[src/rtl/imem_loader.sv]
// Instruction-memory loader: assembles little-endian words from a byte stream and writes them while holding the CPU in reset.
// Optional trailing checksum byte: define IMEM_LOADER_CHECKSUM_EN.
module imem_loader #(
    parameter int ADDR_WIDTH     = 4,
    parameter int TIMEOUT_CYCLES = 100000
) (
    input  logic                clk,
    input  logic                reset,
    input  logic                load_start,
    input  logic [7:0]          rx_data,
    input  logic                rx_valid,
    output logic                mem_we,
    output logic [31:0]         mem_addr,
    output logic [31:0]         mem_wdata,
    output logic                cpu_hold,
    output logic                busy,
    output logic                done,
    output logic                error,
    output logic [ADDR_WIDTH:0] words_loaded
);
    localparam int CW = ADDR_WIDTH + 1;
    localparam int TW = $clog2(TIMEOUT_CYCLES + 1);
    localparam logic [CW-1:0]         FULL_COUNT = {1'b1, {ADDR_WIDTH{1'b0}}};
    localparam logic [CW-1:0]         WL_ONE     = {{ADDR_WIDTH{1'b0}}, 1'b1};
    localparam logic [ADDR_WIDTH-1:0] IDX_ONE    = ADDR_WIDTH'(1);
    localparam logic [8:0]            DEPTH9     = 9'(2 ** ADDR_WIDTH);
    localparam logic [TW-1:0]         TO_LAST    = TW'(TIMEOUT_CYCLES - 1);
    localparam logic [TW-1:0]         TO_ONE     = TW'(1);

    typedef enum logic [2:0] {
        IDLE  = 3'd0,
        COUNT = 3'd1,
        DATA  = 3'd2,
`ifdef IMEM_LOADER_CHECKSUM_EN
        WRITE = 3'd3,
        CHECK = 3'd4
`else
        WRITE = 3'd3
`endif
    } state_t;

    state_t                state, next_state;
    logic [1:0]            byte_idx;
    logic [ADDR_WIDTH-1:0] word_idx;
    logic [CW-1:0]         word_count;
    logic [23:0]           word_buf;
    logic [TW-1:0]         idle_cnt;
    logic                  counting, timeout_hit, last_word;
    logic                  start, accept_count, capture, fail, finish;
`ifdef IMEM_LOADER_CHECKSUM_EN
    logic [7:0]            csum;
`endif

    assign mem_we   = (state == WRITE);
    assign busy     = (state != IDLE);
    assign cpu_hold = busy;

`ifdef IMEM_LOADER_CHECKSUM_EN
    assign counting = (state == COUNT) || (state == DATA) || (state == CHECK);
`else
    assign counting = (state == COUNT) || (state == DATA);
`endif
    assign timeout_hit = counting && !rx_valid && (idle_cnt == TO_LAST);
    assign last_word   = ((words_loaded + WL_ONE) == word_count);

    always_ff @(posedge clk or posedge reset) begin
        if (reset) state <= IDLE;
        else       state <= next_state;
    end

    always_comb begin
        next_state   = state;
        start        = 1'b0;
        accept_count = 1'b0;
        capture      = 1'b0;
        fail         = 1'b0;
        finish       = 1'b0;
        case (state)
            IDLE: begin
                if (load_start) begin
                    start      = 1'b1;
                    next_state = COUNT;
                end
            end
            COUNT: begin
                if (rx_valid) begin
                    if ({1'b0, rx_data} > DEPTH9) begin
                        fail       = 1'b1;
                        next_state = IDLE;
                    end else begin
                        accept_count = 1'b1;
                        next_state   = DATA;
                    end
                end else if (timeout_hit) begin
                    fail       = 1'b1;
                    next_state = IDLE;
                end
            end
            DATA: begin
                if (rx_valid) begin
                    capture = 1'b1;
                    if (byte_idx == 2'd3) next_state = WRITE;
                end else if (timeout_hit) begin
                    fail       = 1'b1;
                    next_state = IDLE;
                end
            end
            WRITE: begin
                // A byte arriving here belongs to the next word (or is the checksum after the last word).
                if (last_word) begin
`ifdef IMEM_LOADER_CHECKSUM_EN
                    next_state = CHECK;
                    if (rx_valid) begin
                        next_state = IDLE;
                        if (rx_data == csum) finish = 1'b1;
                        else                 fail   = 1'b1;
                    end
`else
                    next_state = IDLE;
                    finish     = 1'b1;
`endif
                end else begin
                    next_state = DATA;
                    capture    = rx_valid;
                end
            end
`ifdef IMEM_LOADER_CHECKSUM_EN
            CHECK: begin
                if (rx_valid) begin
                    next_state = IDLE;
                    if (rx_data == csum) finish = 1'b1;
                    else                 fail   = 1'b1;
                end else if (timeout_hit) begin
                    fail       = 1'b1;
                    next_state = IDLE;
                end
            end
`endif
            default: next_state = IDLE;
        endcase
    end

    always_ff @(posedge clk or posedge reset) begin
        if (reset) begin
            byte_idx     <= 2'd0;
            word_idx     <= '0;
            word_count   <= '0;
            word_buf     <= '0;
            idle_cnt     <= '0;
            mem_addr     <= '0;
            mem_wdata    <= '0;
            done         <= 1'b0;
            error        <= 1'b0;
            words_loaded <= '0;
`ifdef IMEM_LOADER_CHECKSUM_EN
            csum         <= '0;
`endif
        end else begin
            done <= finish;
            if (start) begin
                error        <= 1'b0;
                words_loaded <= '0;
`ifdef IMEM_LOADER_CHECKSUM_EN
                csum         <= '0;
`endif
            end
            if (fail) error <= 1'b1;
            if (accept_count) begin
                word_count <= (rx_data == 8'd0) ? FULL_COUNT : CW'(rx_data);
                byte_idx   <= 2'd0;
                word_idx   <= '0;
            end
            if (capture) begin
                byte_idx <= byte_idx + 2'd1;
`ifdef IMEM_LOADER_CHECKSUM_EN
                csum     <= csum + rx_data;
`endif
                // The fourth byte goes straight into the write register, so WRITE sees the full word.
                case (byte_idx)
                    2'd0: word_buf[7:0]   <= rx_data;
                    2'd1: word_buf[15:8]  <= rx_data;
                    2'd2: word_buf[23:16] <= rx_data;
                    default: begin
                        mem_wdata <= {rx_data, word_buf};
                        mem_addr  <= {{(30 - ADDR_WIDTH){1'b0}}, word_idx, 2'b00};
                    end
                endcase
            end
            if (state == WRITE) begin
                word_idx     <= word_idx + IDX_ONE;
                words_loaded <= words_loaded + WL_ONE;
            end
            if (rx_valid || !counting) idle_cnt <= '0;
            else                       idle_cnt <= idle_cnt + TO_ONE;
        end
    end
endmodule

[config.mk]
export PLATFORM = sky130hd
export DESIGN_NAME = imem_loader
export DESIGN_NICKNAME = d
export VERILOG_FILES = /design/src/rtl/imem_loader.sv
export SDC_FILE = /design/constraint.sdc
export NUM_CORES = 1
export LEC_CHECK = 0
export BUFFER_PORTS_ARGS = -buffer_cell sky130_fd_sc_hd__buf_4
export CORE_ASPECT_RATIO = 2
export CORE_UTILIZATION = 30
export CTS_BUF_LIST = sky130_fd_sc_hd__clkbuf_2
export CTS_CLUSTER_SIZE = 16
export DETAILED_ROUTE_END_ITERATION = 10
export PLACE_DENSITY = 0.53
export REMOVE_ABC_BUFFERS = 1
export SYNTH_ARGS = -nofsm -noshare
export SYNTH_HDL_FRONTEND = slang
export SYNTH_SLANG_ARGS = --single-unit
[constraint.sdc]
create_clock -name clk -period 3 [get_ports clk]
set_clock_uncertainty 0.15 [all_clocks]
set_input_delay 0.3 -clock clk [delete_from_list [all_inputs] [get_ports clk]]
set_output_delay 0.3 -clock clk [all_outputs]
set_load 0.01 [all_outputs]
# After elaboration in Yosys (flattened, before gate mapping)

Cells that the tools add are included.

Register bits after elaboration: 98
Logic and storage cells: 82

Magnitude comparators: 1
Bitwise operators: 1
Multiplexer cells: 33
Add/subtract/negate cells: 4
Reductions and logical operators: 20
Equality and inequality tests: 10

Operator list:

| operator                                                      | count |
|---|---|
| adder 17 x 1 -> 17 bit, second input constant                 | 1 |
| == test 17 bit, second input constant                         | 1 |
| two-way mux 17 bit                                            | 1 |
| two-way mux 1 bit                                             | 15 |
| two-way mux 3 bit                                             | 5 |
| two-way mux 5 bit                                             | 3 |
| one-hot mux 3 bit (4 select lines)                            | 1 |
| AND reduction 2 bit                                           | 5 |
| greater-than comparator 8 x 5 -> 1 bit, second input constant | 1 |
| zero test 8 bit                                               | 1 |
| two-way mux 2 bit                                             | 4 |
| two-way mux 4 bit                                             | 2 |
| nonzero test 2 bit                                            | 4 |
| == test 3 x 2 -> 1 bit, second input constant                 | 2 |
| adder 5 x 1 -> 5 bit, second input constant                   | 1 |
| == test 5 bit                                                 | 1 |
| adder 4 x 1 -> 4 bit, second input constant                   | 1 |
| == test 2 bit, second input constant                          | 2 |
| one-hot mux 1 bit (2 select lines)                            | 2 |
| == test 3 x 1 -> 1 bit, second input constant                 | 1 |
| zero test 3 bit                                               | 1 |
| != test 3 x 2 -> 1 bit, second input constant                 | 1 |
| nonzero test 3 bit                                            | 1 |
| OR reduction 3 bit                                            | 1 |
| other kinds (8)                                               | 11 |

# Longest topological paths before layout

Word-level depth: 8
Gate-level depth with buffers: 7
Gate-level depth less buffers: 6

# Worst setup path after synthesis

No wires, ideal clock.

Kind: reg2reg
Start: register words_loaded[0]
End: register mem_addr[2]
Arrival time: 1.825 ns
Slack: 0.887 ns
Buffers on the path: 2
Cell stages (with the launch flop): 8
Cells stage by stage: dfrtp_1 > ha_1 > xor2_1 > a211oi_4 > o211a_1 > buf_4 > buf_4 > o211ai_1

Cells in the longest elaborated chain, start to end: 5

RTL lines:

| what                                 | line | text |
|---|---|---|
| start: declaration                   | 19   | `output logic [ADDR_WIDTH:0] words_loaded` |
| start signal: assignment             | 191  | `words_loaded <= words_loaded + WL_ONE;` |
| adder 5 x 1 -> 5 bit                 | 64   | `assign last_word = ((words_loaded + WL_ONE) == word_count);` |
| == test 5 bit                        | 64   |  |
| two-way mux 1 bit                    | 110  | `if (last_word) begin` |
| one-hot mux 1 bit (2 select lines)   | 78   | `case (state)` |
| AND reduction 2 bit (no source line) | -    |  |
| end signal: assignment               | 185  | `mem_addr <= {{(30 - ADDR_WIDTH){1'b0}}, word_idx, 2'b00};` |
| end: declaration                     | 13   | `output logic [31:0] mem_addr,` |

Every way passes these cells.
A chain may end at the register's enable or synchronous reset.

# Final worst setup path

Start: register state[1]
End: output mem_we

Cells in the longest elaborated chain, start to end: 1

RTL lines:

| what                     | line | text |
|---|---|---|
| start: declaration       | 42   | `state_t state, next_state;` |
| start signal: assignment | 68   | `else state <= next_state;` |
| == test 3 x 2 -> 1 bit   | 54   | `assign mem_we = (state == WRITE);` |
| end: declaration         | 12   | `output logic mem_we,` |

Every way passes these cells.

==> flow_summary.ini <==
[routing]
vias = 6478
wirelength_mm = 21.5
drc = 18
wire_per_inst_um = 19.2
viasPerCell = 5.78
postRouteAntennaNets = 0
drt_first_pass_iters = 7
initialDrtViolationCount = 370

[layout]
fin_nets = 852
final_cell_area_mm2 = 0.00802
fillCellCount = 2431
drive_above_1_share_pct = 13.0
postLayoutCoreUtil_pct = 34.2
synthToLayoutAreaGrowth_pct = 11.5
regArea_mm2 = 0.00245
multi_input_comb_area_mm2 = 0.00426
final_cell_mix = dfrtp_1, nand3_1, nor2b_1, buf_4, and2_1
final_common_cell = dfrtp_1
stdcell_count = 1121

[critical_path]
crit_path_end_kind = output pin
worstPathMaxFanout = 13
slowest_stage = dfrtp_1
crit_required_ns = 2.55
cp_top_family = flip-flops
worst_path_largest_cell_delay_ns = 0.59
crit_arrival_ns = 2.30
cp-start-kind = register
worst-path-buf-inv = 2
crit_type = register to output pin
crit_chain = nor2b_1 > nand2_1 > clkinv_1 > buf_4

[global_routing]
first_global_vias = 6640
grtUsageTotal_pct = 17.8
grt_max_degree = 78
grt_pass1_wl_mm = 35.5
antenna_found_initial = 1
grt.overflow.total = 0

[synth]
synth_ff_type = dfrtp_1
synth_cells = 826
ys_ff_latch = 98
async_flop_share_pct = 100
synth_edf_count = 0
yosysSeqAreaShare_pct = 34.1
yosys_warnings = 0
syn-mean-instance-area_um2 = 8.71
syn_area_mm2 = 0.00719
synth_cell_types = 51

[min_path]
hold_path_class = input port to register

[sta]
tns_ns = 0
max_freq_ghz = 0.363
slew_violations = 0
finalCriticalPeriod_ns = 2.75
setup-violations-final = 0
hold_viol_final = 0
worst_slew_pin_slew_ns = 1.07
min_period_over_period_pct = 91.8
relSlewSlack_pct = 28.3
rsz0062_at_grt = false

[clocking]
cts_buffers = 9
holdBufCountCts = 13
cts-root-buf = clkbuf_2
path_clk_slew_ns = 0.32
cts_tree = built
insertion_delay_ns = 0.69
clkSinkCount = 98
ctsLongestPathBuffers = 2
h-tree-depth = 3
post_cts_buffers = 0
cts_resized = 0

[place]
placed_cells = 1091
place_area_mm2 = 0.00777
gp_routability_congestion = 0.744
place.detailed.hpwl_mm = 12.6
portBuffers = 57

[floorplan]
core_area_mm2 = 0.0234
die_w_um = 111
std_cell_rows = 79
die_h_um = 221
start_util_pct = 30.7
die_area_mm2 = 0.0246
ios = 86

[power_and_ir_drop]
powerDensity_mw_per_mm2 = 347
vdd_drop_max_v = 0.000168
p_leak_nw = 2.61

[run_status]
outcome = complete, but fails checks
violations = DRC

[job]
maxCapViolCount = 0
kinds of logic (layout without fill, tap and decap cells):
family | Yosys count | in the layout | synth area share [%]
XOR/XNOR | 21 | 21 | 2.66
other | 1 | 30 | 0.0522
adder cells (fa/ha/maj) | 8 | 8 | 1.39
AND/OR/NAND/NOR | 342 | 342 | 28.1
flip-flops | 98 | 98 | 34.1
buffers and inverters | 130 | 113 | 8.75
AO/OA/AOI/OAI | 221 | 221 | 24.2
multiplexers | 5 | 5 | 0.783
stage by stage:
step	total power, mW	hold WS, ns	setup WS (ns)
after floorplan	1.80	0.298	-2.18
after global placement	2.06	0.115	0.699
after detailed placement	2.06	0.117	0.726
after CTS	2.82	0.233	0.134
after global routing	2.92	0.270	0.00728
final	2.78	0.293	0.245
worst min-delay path, stage by stage:
cell and delay (ns):
dlygate4sd3_1 0.54, buf_4 0.17, nand3_1 0.07, o211ai_1 0.07
layer usage:
metal  track usage [%]  share of wire, %
met3              2.88               3.0
met4              6.67               2.0
met5                 0                 0
met2              32.1                53
met1              21.0                42
report_power, final:
group | internal [mW] | leakage [nW] | switching, mW | total, mW
Clock | 0.196 | 0.0646 | 0.536 | 0.731
Sequential | 1.35 | 1.04 | 0.0468 | 1.40
Combinational | 0.205 | 1.51 | 0.443 | 0.648
cell usage after synthesis, drive strengths merged (3+ instances only):
cell type	number	area, um^2
dfrtp	98	2450
clkbuf	78	293
nand3	72	360
nor2b	71	444
and2	63	394
o2111ai	62	543
o211ai	62	465
a211oi	61	470
buf	44	307
and3	29	181
and4	28	245
nand2	22	82.6
nor2	21	78.8
nor3	13	65.1
o21ai	11	55.1
xor2	11	96.3
xnor2	10	95.1
ha	8	100
nand4	8	50.1
inv	7	26.3
mux2	5	56.3
a31oi	4	25.0
o31ai	4	30.0
a21oi	3	15.0
or4	3	22.5
area by class of cell:
class / instances / area share (%)
tap: 283 / 4.42
antenna: 1 / 0.0312
multi-input combinational: 626 / 53.1
clock buffer: 10 / 0.624
clock inverter: 6 / 0.827
sequential: 98 / 30.6
timing repair buffer: 89 / 9.99
inverter: 8 / 0.406
registers in the layout, indices dropped and copies added (netlist names):
signal	count
mem_wdata	32
word_buf	24
idle_cnt	17
word_count	5
words_loaded	5
mem_addr	4
word_idx	4
state	3
byte_idx	2
done	1
error	1
final timing paths:
check | startpoint | to | slack, ns | cells after the start
worst max-delay path | state[1] | mem_we | 0.25 | 4
worst min-delay path | rx_data[5] | word_buf[5] | 0.29 | 4
worst max register to register | state[1] | state[0] | 0.59 | 6
worst min register to register | idle_cnt[0] | idle_cnt[0] | 0.36 | 1
max in group asynchronous | reset | word_buf[11] | 1.51 | 5
min in group asynchronous | reset | idle_cnt[16] | 0.49 | 4
(Power assumes the default switching activity.)
